===== src/rtl/serial_add_ctrl_if.sv =====
// Handshake and serial-bit bundle between the serial adder controller,
// its upstream shift registers and the issuing master.
interface serial_add_ctrl_if #(
  parameter int WIDTH = 8
);
  logic             start_i;
  logic             carry_in_i;
  logic             a_bit_i;
  logic             b_bit_i;
  logic             load_o;
  logic             shift_en_o;
  logic             busy_o;
  logic             done_o;
  logic [WIDTH-1:0] sum_o;
  logic             carry_o;

  modport master (
    output start_i, carry_in_i,
    output a_bit_i, b_bit_i,
    input  load_o, shift_en_o,
    input  busy_o, done_o,
    input  sum_o, carry_o
  );

  modport slave (
    input  start_i, carry_in_i,
    input  a_bit_i, b_bit_i,
    output load_o, shift_en_o,
    output busy_o, done_o,
    output sum_o, carry_o
  );
endinterface


===== src/rtl/serial_add_ctrl.sv =====
// Sequencer plus bit-serial adder: drives upstream LSB-first shifters,
// adds their bits with a registered carry and deserialises the sum.
module serial_add_ctrl #(
  parameter int WIDTH = 8
) (
  input  logic              clk_i,
  input  logic              rst_n,
  serial_add_ctrl_if.slave  bus
);
  localparam int CW = $clog2(WIDTH + 1);

  localparam logic [2:0] IDLE  = 3'd0;
  localparam logic [2:0] LOAD  = 3'd1;
  localparam logic [2:0] SHIFT = 3'd2;
  localparam logic [2:0] FLUSH = 3'd3;
  localparam logic [2:0] DONE  = 3'd4;

  logic [2:0]       state;
  logic [2:0]       state_nxt;
  logic [CW-1:0]    cnt;
  logic             bit_vld;
  logic             c_q;
  logic [WIDTH-1:0] acc;
  logic [WIDTH-1:0] sum_q;
  logic             carry_q;

  logic             accept;
  logic             last_bit;
  logic             s_bit;
  logic             c_nxt;
  logic [WIDTH-1:0] acc_nxt;

  assign accept   = bus.start_i &&
                    (state == IDLE || state == DONE);
  assign last_bit = (cnt == CW'(WIDTH - 1));

  assign s_bit   = bus.a_bit_i ^ bus.b_bit_i ^ c_q;
  assign c_nxt   = (bus.a_bit_i & bus.b_bit_i) |
                   (bus.a_bit_i & c_q) |
                   (bus.b_bit_i & c_q);
  assign acc_nxt = {s_bit, acc[WIDTH-1:1]};

  always_comb begin
    state_nxt = state;
    unique case (1'b1)
      (state == IDLE):  if (accept) state_nxt = LOAD;
      (state == LOAD):  state_nxt = SHIFT;
      (state == SHIFT): if (last_bit) state_nxt = FLUSH;
      (state == FLUSH): state_nxt = DONE;
      (state == DONE):  state_nxt = accept ? LOAD : IDLE;
      default:          state_nxt = IDLE;
    endcase
  end

  always_ff @(posedge clk_i or negedge rst_n) begin
    if (!rst_n) begin
      state   <= IDLE;
      cnt     <= '0;
      bit_vld <= 1'b0;
    end else begin
      state   <= state_nxt;
      bit_vld <= bus.shift_en_o;
      if (accept)
        cnt <= '0;
      else if (state == SHIFT)
        cnt <= cnt + CW'(1);
    end
  end

  // FLUSH edge consumes the last bit, so publish the post-add values
  always_ff @(posedge clk_i or negedge rst_n) begin
    if (!rst_n) begin
      c_q     <= 1'b0;
      acc     <= '0;
      sum_q   <= '0;
      carry_q <= 1'b0;
    end else begin
      if (accept)
        c_q <= bus.carry_in_i;
      else if (bit_vld)
        c_q <= c_nxt;
      if (bit_vld)
        acc <= acc_nxt;
      if (state == FLUSH) begin
        sum_q   <= acc_nxt;
        carry_q <= c_nxt;
      end
    end
  end

  assign bus.load_o     = (state == LOAD);
  assign bus.shift_en_o = (state == SHIFT);
  assign bus.busy_o     = (state == LOAD) ||
                          (state == SHIFT) ||
                          (state == FLUSH);
  assign bus.done_o     = (state == DONE);
  assign bus.sum_o      = sum_q;
  assign bus.carry_o    = carry_q;
endmodule


===== src/flat_wrapper.sv =====
// flat-port wrapper written by rule: the top's interface ports become plain ports
module serial_add_ctrl_flat 
#(
  parameter int WIDTH = 8
)
  (clk_i, rst_n, bus_start_i, bus_carry_in_i, bus_a_bit_i, bus_b_bit_i, bus_load_o, bus_shift_en_o, bus_busy_o, bus_done_o, bus_sum_o, bus_carry_o);
  serial_add_ctrl_if #(.WIDTH(WIDTH)) bus_i ();
  input  logic clk_i;
  input  logic rst_n;
  input wire logic [$bits(bus_i.start_i)-1:0] bus_start_i;
  input wire logic [$bits(bus_i.carry_in_i)-1:0] bus_carry_in_i;
  input wire logic [$bits(bus_i.a_bit_i)-1:0] bus_a_bit_i;
  input wire logic [$bits(bus_i.b_bit_i)-1:0] bus_b_bit_i;
  output wire logic [$bits(bus_i.load_o)-1:0] bus_load_o;
  output wire logic [$bits(bus_i.shift_en_o)-1:0] bus_shift_en_o;
  output wire logic [$bits(bus_i.busy_o)-1:0] bus_busy_o;
  output wire logic [$bits(bus_i.done_o)-1:0] bus_done_o;
  output wire logic [$bits(bus_i.sum_o)-1:0] bus_sum_o;
  output wire logic [$bits(bus_i.carry_o)-1:0] bus_carry_o;
  assign bus_i.start_i = bus_start_i;
  assign bus_i.carry_in_i = bus_carry_in_i;
  assign bus_i.a_bit_i = bus_a_bit_i;
  assign bus_i.b_bit_i = bus_b_bit_i;
  assign bus_load_o = bus_i.load_o;
  assign bus_shift_en_o = bus_i.shift_en_o;
  assign bus_busy_o = bus_i.busy_o;
  assign bus_done_o = bus_i.done_o;
  assign bus_sum_o = bus_i.sum_o;
  assign bus_carry_o = bus_i.carry_o;
  serial_add_ctrl #(.WIDTH(WIDTH)) u_core (.clk_i(clk_i), .rst_n(rst_n), .bus(bus_i));
endmodule

===== config.mk =====
export PLATFORM = sky130hd
export DESIGN_NAME = serial_add_ctrl_flat
export DESIGN_NICKNAME = d
export VERILOG_FILES = /design/src/rtl/serial_add_ctrl_if.sv /design/src/rtl/serial_add_ctrl.sv /design/src/flat_wrapper.sv
export SDC_FILE = /design/constraint.sdc
export NUM_CORES = 1
export LEC_CHECK = 0
export CORE_MARGIN = 10
export CORE_UTILIZATION = 41
export DETAILED_ROUTE_END_ITERATION = 16
export PLACE_DENSITY = 0.65
export SLEW_MARGIN = 15
export SYNTH_ARGS = -nofsm -noshare
export SYNTH_HDL_FRONTEND = slang
export SYNTH_SLANG_ARGS = --single-unit

===== constraint.sdc =====
create_clock -name clk_i -period 1.7 [get_ports clk_i]
set_clock_uncertainty 0.05 [all_clocks]
set_input_delay 0.255 -clock clk_i [delete_from_list [all_inputs] [get_ports clk_i]]
set_output_delay 0.255 -clock clk_i [all_outputs]
set_load 0.1 [all_outputs]

==> metrics.cfg <==
[status]
status=finished, final reports clean

[placed_design]
place_ws_ns=0.0211
gp_congestion=0.777
port_buffers=18
hpwl_microns=1330

[worst_setup_path]
ff2ff_setup_slack_ns=0.18
cp_max_fo=3
crit_type=register to output pin
cp_data_required_time_ns=1.39
worstSetupEndpointType=output pin
cp.arrival_ns=1.38
startpoint_type=register

[timing]
rsz0062_at_grt=yes
maxSlewViolCount=0
setup_slack_ns=0.0126
finalHoldViolCount=0
worst_slew_pin_slew_ns=0.322
slew_headroom=0.785
post-route-min-period_ns=1.69
setup_viol=0
fin_crit_sh=0.993
fmax_ghz=0.593

[flow_run]
cap_violations=0

[synthesis]
ys_seq_elements=25
synthTopCellsByArea=dfrtp_1, mux2_2, fa_1
syn_area_sq_mm=0.00102
syn_nets=80
synth.largest_area_cell=dfrtp_1
yosysWarnings=0
synth_top_area_share=0.613
syn_inst=72
ys_seq_area_frac=0.613
syn_avg_cell_area_sq_um=14.2
synth_cell_type_count=21

[global_route]
track_usage=0.0855
grt_pass1_vias=732
grt_pass1_wl_microns=3500
grt_antenna_before_repair=0
grt_max_degree=26
overflow=0

[layout]
nNetsFinal=110
layout-drive-gt1-share=0.495
layout_common_cells=dfrtp_1, mux2_2, buf_12, buf_4, clkdlybuf4s50_1
area_growth_pct=44.9
num_antenna_cells=0
multiInputGateArea_sq_um=402
nFillCells=191
seq_area_sq_um=626
final_common_cell=dfrtp_1

[clocking]
cts-root-buf=clkbuf_4
cts.sinks=25
htree_levels=1
clock_path_buffers=2
tritoncts=built
cts_made_buffers=3
path_clk_slew_ns=0.13
clk_latency_ns=0.31

[die]
dieArea_sq_mm=0.00489
row_count=18
ios=19
core_area_sq_mm=0.00243
dieHeight_microns=69.9
initial_core_util=0.420
fp.dieW_microns=69.9

[drt]
wire_per_inst_microns=14.2
ant_nets=0
viasPerCell=4.87
dr.pass1.iters=3
vias=638
drt_wl_total_microns=1850
drc=0
drt_iter0_drc=40

[worst_hold_path]
hp-class=input pin to asynchronous set/reset pin

cell families (layout without fill, tap and decap cells):
family / count (synthesis) / in the layout / share of synthesized area
buffers and inverters: 4 / 33 / 0.0171
flip-flops: 25 / 25 / 0.613
AO/OA/AOI/OAI: 2 / 2 / 0.00980
XOR/XNOR: 2 / 2 / 0.0172
adder cells (fa/ha/maj): 2 / 2 / 0.0319
multiplexers: 18 / 18 / 0.196
AND/OR/NAND/NOR: 19 / 19 / 0.115
final timing paths:
check	cells past startpoint	from	endpoint
setup / recovery	3	u_core.state[1]$_DFFE_PN0P_	bus_shift_en_o
hold / removal	2	rst_n	u_core.bus.sum_o[5]$_DFFE_PN0P_
setup reg to reg	6	u_core.state[1]$_DFFE_PN0P_	u_core.cnt[3]$_DFFE_PN0P_
hold reg to reg	1	u_core.cnt[3]$_DFFE_PN0P_	u_core.cnt[3]$_DFFE_PN0P_
max in group asynchronous	2	rst_n	u_core.bus.sum_o[2]$_DFFE_PN0P_
min in group clk_i	1	u_core.cnt[3]$_DFFE_PN0P_	u_core.cnt[3]$_DFFE_PN0P_
critical path: stages, from the launching register on:
cell and delay [ns]:
dfrtp_1 0.41, or3b_4 0.42, inv_4 0.08, buf_12 0.16
registers in the layout, summed over array words and instances (netlist names):
signal	flops
u_core.bus.sum_o	8
u_core.acc	7
u_core.cnt	4
u_core.state	3
u_core.bit_vld	1
u_core.bus.carry_o	1
u_core.c_q	1
per-layer routing:
metal / GRT usage / up-vias / routed length [microns]
li1: - / 306 / -
met1: 0.0955 / 317 / 796
met2: 0.142 / 11 / 951
met3: 0.0268 / 4 / 81
met4: 0.0439 / 0 / 24
met5: 0 / - / 0
final cells by class:
| type | instances | share of cell area |
|---|---|---|
| sequential | 25 | 0.423 |
| multi-input combinational | 43 | 0.272 |
| timing repair buffer | 27 | 0.255 |
| tap | 30 | 0.0254 |
| clock buffer | 4 | 0.0178 |
| inverter | 2 | 0.00677 |
cells in the mapped netlist:
cell,count
clkbuf_1,1
or3b_1,1
and4bb_2,1
nand4_2,1
clkinv_2,1
or3b_2,1
ha_1,1
inv_1,1
fa_1,1
dfrtp_1,25
mux2_2,16
xnor2_1,2
nor3b_1,1
nor2_1,5
mux2i_1,2
buf_2,1
nand2_1,4
and2_1,2
a21oi_1,2
nand3b_1,2
or2_2,1
through the flow:
step	setup TNS [ns]	cell area [sq um]	utilization	hold slack, ns	instances
floorplan	-0.913	1030	-	-0.0906	72
global placement	0	1390	0.570	0.405	121
detailed placement	0	1390	0.570	0.435	121
CTS	0	1450	0.596	0.232	129
global route	-0.0635	1480	0.608	0.251	131
finish	0	1480	0.608	0.237	131
what timing repair did:
item,CTS,global route
setup buffers,4,2
hold buffers,0,0
hold endpoints to repair,0,0
pin swaps,0,1
resized for setup,2,4
setup endpoints to repair,1,3
Power is left out: the tool's default activity adds up to more than one toggle a clock period on the data nets, which glitch-free logic cannot reach.
